$ cat src/rtl/pipe_pkt_rx.sv
// pipe_pkt_rx: parses the host PipeIn word stream into {MAGIC,len} framed
// packets, buffers payload in a first-word-fall-through FIFO and presents it
// on a valid/ready stream with an end-of-packet marker.
// Ports:
//   okClk, rstn           clock, asynchronous active-low reset
//   pipe_in_data/valid    word stream from the PipeIn endpoint
//   blk_ready             registered block-throttle ready (>= BLOCK_WORDS free)
//   m_data/valid/last     FIFO head; m_ready accepts it
//   pkt_count, err_count  saturating packet / error counters
//   overflow              sticky, set by the first payload word dropped on full
module pipe_pkt_rx #(
    parameter int unsigned DEPTH_LOG2  = 4,
    parameter int unsigned BLOCK_WORDS = 4,
    parameter logic [15:0] MAGIC       = 16'hA5A5
) (
    input  logic        okClk,
    input  logic        rstn,
    input  logic [31:0] pipe_in_data,
    input  logic        pipe_in_valid,
    output logic        blk_ready,
    output logic [31:0] m_data,
    output logic        m_valid,
    output logic        m_last,
    input  logic        m_ready,
    output logic [15:0] pkt_count,
    output logic [15:0] err_count,
    output logic        overflow
);

    localparam int unsigned DEPTH = 1 << DEPTH_LOG2;
    localparam int unsigned PW    = DEPTH_LOG2;
    localparam int unsigned CW    = DEPTH_LOG2 + 1;

    typedef struct packed {
        logic        last;
        logic [31:0] data;
    } entry_t;

    typedef enum logic {
        HDR,
        PAYLOAD
    } state_t;

    state_t          state;
    logic [15:0]     remaining;
    logic [PW-1:0]   wr_ptr;
    logic [PW-1:0]   rd_ptr;
    logic [CW-1:0]   count;
    entry_t          mem [DEPTH];

    logic            full;
    logic            hdr_ok;
    logic            in_payload;
    logic            push;
    logic            pop;
    logic            err_evt;
    logic            pkt_evt;
    logic [CW-1:0]   count_next;
    entry_t          head;

    // Event decode; the full check sees the count before any same-cycle pop.
    always_comb begin
        full       = (count == CW'(DEPTH));
        hdr_ok     = (pipe_in_data[31:16] == MAGIC);
        in_payload = pipe_in_valid && (state == PAYLOAD);
        push       = in_payload && !full;
        pop        = m_valid && m_ready;
        err_evt    = (pipe_in_valid && (state == HDR) &&
                      (!hdr_ok || (pipe_in_data[15:0] == 16'd0))) ||
                     (in_payload && full);
        pkt_evt    = push && (remaining == 16'd1);
        count_next = count + CW'(push) - CW'(pop);
        head       = mem[rd_ptr];
    end

    // Head outputs are forced to zero while the FIFO is empty (covers reset).
    assign m_valid = (count != '0);
    assign m_data  = m_valid ? head.data : 32'd0;
    assign m_last  = m_valid && head.last;

    // FIFO storage; payload only, no reset needed.
    always_ff @(posedge okClk) begin
        if (push) begin
            mem[wr_ptr] <= '{last: (remaining == 16'd1), data: pipe_in_data};
        end
    end

    // Framing FSM, FIFO pointers and counters.
    always_ff @(posedge okClk or negedge rstn) begin
        if (!rstn) begin
            state     <= HDR;
            remaining <= 16'd0;
            wr_ptr    <= '0;
            rd_ptr    <= '0;
            count     <= '0;
            blk_ready <= 1'b0;
            pkt_count <= 16'd0;
            err_count <= 16'd0;
            overflow  <= 1'b0;
        end else begin
            case (state)
                HDR: begin
                    if (pipe_in_valid && hdr_ok && (pipe_in_data[15:0] != 16'd0)) begin
                        remaining <= pipe_in_data[15:0];
                        state     <= PAYLOAD;
                    end
                end
                PAYLOAD: begin
                    // Dropped words still consume length so framing stays aligned.
                    if (pipe_in_valid) begin
                        remaining <= remaining - 16'd1;
                        if (remaining == 16'd1) begin
                            state <= HDR;
                        end
                        if (full) begin
                            overflow <= 1'b1;
                        end
                    end
                end
                default: state <= HDR;
            endcase

            if (push) begin
                wr_ptr <= wr_ptr + PW'(1);
            end
            if (pop) begin
                rd_ptr <= rd_ptr + PW'(1);
            end
            count     <= count_next;
            blk_ready <= ((CW'(DEPTH) - count_next) >= CW'(BLOCK_WORDS));

            if (err_evt && (err_count != 16'hFFFF)) begin
                err_count <= err_count + 16'd1;
            end
            if (pkt_evt && (pkt_count != 16'hFFFF)) begin
                pkt_count <= pkt_count + 16'd1;
            end
        end
    end

endmodule

$ cat config.mk
export PLATFORM = sky130hd
export DESIGN_NAME = pipe_pkt_rx
export DESIGN_NICKNAME = d
export VERILOG_FILES = /design/src/rtl/pipe_pkt_rx.sv
export SDC_FILE = /design/constraint.sdc
export NUM_CORES = 1
export LEC_CHECK = 0
export BUFFER_PORTS_ARGS = -buffer_cell sky130_fd_sc_hd__buf_2
export CAP_MARGIN = 10
export CORE_ASPECT_RATIO = 0.7
export CORE_MARGIN = 2
export CORE_UTILIZATION = 45
export CTS_CLUSTER_DIAMETER = 80
export DETAILED_ROUTE_END_ITERATION = 10
export HOLD_SLACK_MARGIN = 0.1
export PLACE_DENSITY_LB_ADDON = 0.12
export RECOVER_POWER = 50
export SLEW_MARGIN = 5
export SYNTH_ARGS = -nofsm -noshare
export SYNTH_HDL_FRONTEND = slang
export SYNTH_SLANG_ARGS = --single-unit
$ cat constraint.sdc
create_clock -name okClk -period 5.2 [get_ports okClk]
set_input_delay 1.04 -clock okClk [delete_from_list [all_inputs] [get_ports okClk]]
set_output_delay 1.04 -clock okClk [all_outputs]
set_load 0.03 [all_outputs]
==> flow_metrics.py <==
metrics = {
    "sta": {
        "skew_ns": 0.0143,
        "finalSetupViolations": 0,
        "fin_crit_sh": 0.864,
        "fin_tns_setup_ns": 0,
        "fin_crit_ns": 4.49,
        "worstMarginPinSlew_ns": 1.32,
        "slew_violations": 0,
        "hold_violations": 0,
        "fmax_mhz": 223,
        "rsz0062_at_grt": "false",
        "maxSlewHeadroom": 0.119,
    },
    "cts": {
        "cts_buffers": 56,
        "cts_tree": "built",
        "clkTransAtPathRegs_ns": 0.06,
        "clkLatencyLatePin_ns": 0.61,
        "cts_setup_buffers": 0,
        "cts.sinks": 592,
        "cts.path.max_buffers": 3,
        "post_cts_resized": 0,
        "htree_levels": 2,
        "hold_buffers": 0,
        "cts_root_buf": "clkbuf_16",
    },
    "min_path": {
        "hold_path.class": "primary input to async pin",
    },
    "synth": {
        "synth_edf_count": 528,
        "avgSynthCellArea_sq_um": 20.6,
        "synth.yosys.warnings": 0,
        "syn_nets": 1205,
        "synth-seq-cells": 592,
        "ys.flop_type": "edfxtp_1",
        "yosysUniqueCellTypes": 62,
        "synth_area_sq_um": 23700,
        "synthArstFlopShare": 0.108,
        "synth_cells": 1153,
        "seq_area_frac_synth": 0.736,
    },
    "critical_path": {
        "r2r_end": "blk_ready",
        "r2r_cells": 14,
        "cp_slowest_cell": "dfrtp_1",
        "r2r_slack_ns": 2.00,
        "crit_top_cell": "mux4_2",
        "setup.worst_path.start_class": "register",
        "path_class": "register to output port",
        "path_buf_inv": 2,
        "critPathMaxStageDelay_ns": 0.85,
        "cp.depth": 5,
        "crit_chain": "buf_12 -> mux4_2 -> mux4_2 -> and2_1 -> buf_2",
        "end_kind": "output port",
        "crit_arrival_ns": 3.45,
        "regToRegStartpoint": "state",
        "path_max_fanout": 56,
        "critPathRequiredTime_ns": 4.16,
        "crit_family": "multiplexers",
    },
    "global_route": {
        "grt_util_met1": 0.304,
        "use_met2": 0.304,
        "gr-usage-met3": 0.0297,
        "antenna_found_initial": 0,
        "grt_use_total": 0.198,
        "grt_max_degree": 58,
        "grt_pass1_vias": 11750,
        "grt_busiest_layer": "met2",
        "grt_remaining_overflow": 0,
        "grt_pass1_wl_mm": 79.0,
    },
    "place": {
        "hpwl_mm": 29.6,
        "portBuffers": 103,
        "gp_congestion": 0.771,
        "placed_area_sq_um": 25200,
    },
    "floorplanning": {
        "rows": 70,
        "ios": 104,
        "die_x_microns": 278,
        "core-area_sq_um": 52100,
        "chipHeight_microns": 196,
        "initial_core_util": 0.455,
        "die_area_sq_um": 54600,
    },
    "route": {
        "routed_via_density": 5.78,
        "ant_nets": 0,
        "dr.pass1.iters": 5,
        "drt-initial-drc-count": 1170,
        "drc": 0,
        "wire_per_inst_microns": 26.5,
        "wirelength_mm": 53.5,
        "num_vias": 11662,
    },
    "power": {
        "power.leakage_nw": 8.89,
        "p_int_mw": 9.36,
        "switchingPower_mw": 3.97,
        "p_per_area_nw_per_um2": 495,
        "ir_drop_v": 0.000357,
        "p_clk_frac": 0.310,
        "p_comb_frac": 0.271,
        "switching_share": 0.298,
        "seqPwrFrac": 0.419,
    },
    "layout": {
        "final_cell_mix": "edfxtp_1 (528), mux4_2 (165), clkbuf_1 (74)",
        "antenna_cells": 0,
        "final_common_cell": "edfxtp_1",
        "area_delta_synth_final_pct": 13.6,
        "fin_area_sq_um": 27000,
        "nets": 1342,
        "layout-drive-gt1-share": 0.264,
    },
    "flow_run": {
        "cap_viol_max_count": 0,
    },
    "status": {
        "status": "completed",
    },
}
## cells in the mapped netlist, drive strengths merged (3+ instances only)
library cell	count	area, sq um
nor4bb	5	50.1
xor2	8	70.1
nand4	15	93.8
ha	15	188
mux2	4	45.0
a21o	3	22.5
inv	28	105
dfrtp	64	1600
and3	19	119
a22oi	4	30.0
nand3	22	110
buf	19	95.1
nor4	8	50.1
edfxtp	528	15900
and4	10	87.6
nor2	18	67.6
clkbuf	41	154
nand2	22	82.6
or3	3	23.8
nor3	12	75.1
a21oi	5	25.0
o21ai	14	70.1
a22o	12	105
mux4	165	3720
xnor2	30	263
and2	42	263
## how the worst max path moves through the flow
stage | start | to | slack [ns]
detailed placement | pipe_in_data[29] | err_count[1] | 1.23
global placement | pipe_in_valid | blk_ready | 1.35
global route | rd_ptr[0] | m_data[20] | 0.53
floorplan | pipe_in_valid | mem[7][0] | 0.68
CTS | rd_ptr[1] | m_data[4] | 0.87
finish | rd_ptr[0] | m_data[4] | 0.71
## metal layers
| layer | up-vias | share of wire | wire [microns] |
|---|---|---|---|
| li1 | 5022 | - | - |
| met1 | 6275 | 0.47 | 25000 |
| met2 | 309 | 0.47 | 24900 |
| met3 | 56 | 0.053 | 2810 |
| met4 | 0 | 0.015 | 796 |
| met5 | - | 0 | 0 |
## power by group through the flow
stage / clock [mW] / combinational, mW / sequential (mW)
floorplan: 0 / 2.88 / 5.45
global placement: 0 / 3.68 / 5.70
detailed placement: 0 / 3.69 / 5.70
CTS: 4.21 / 3.69 / 5.60
global route: 4.40 / 3.85 / 5.62
finish: 4.13 / 3.61 / 5.59
## stage by stage
stage | setup WS [ns] | hold WS (ns) | std cells | power, mW | util
6_report | 0.709 | 0.332 | 2019 | 13.3 | 0.517
5_1_grt | 0.526 | 0.351 | 2019 | 13.9 | 0.517
4_1_cts | 0.868 | 0.231 | 2019 | 13.5 | 0.519
3_5_place_dp | 1.23 | 0.461 | 1916 | 9.39 | 0.484
3_3_place_gp | 1.35 | 0.461 | 1916 | 9.38 | 0.484
2_1_floorplan | 0.676 | 0.488 | 1153 | 8.33 | -
## flip-flops by register name, indices dropped and copies added, names as in the netlist
| register | count |
|---|---|
| wr_ptr | 4 |
| err_count | 16 |
| overflow | 1 |
| remaining | 16 |
| mem | 528 |
| blk_ready | 1 |
| count | 5 |
| state | 1 |
| pkt_count | 16 |
| rd_ptr | 4 |
## layout make-up
cell class | count | area, sq um
sequential | 592 | 17500
multi-input combinational | 473 | 5950
tap | 684 | 856
inverter | 28 | 105
clock buffer | 64 | 1440
timing repair buffer | 139 | 739
fill | 4129 | 25200
clock inverter | 39 | 398
## cell families after synthesis
group / synth area share
flops: 0.736
xor+xnor: 0.0140
compound gates: 0.0191
fa+ha+maj: 0.00876
simple gates: 0.0478
buf+inv: 0.0149
mux: 0.159
Note: power is estimated with default switching activity, not from simulation.
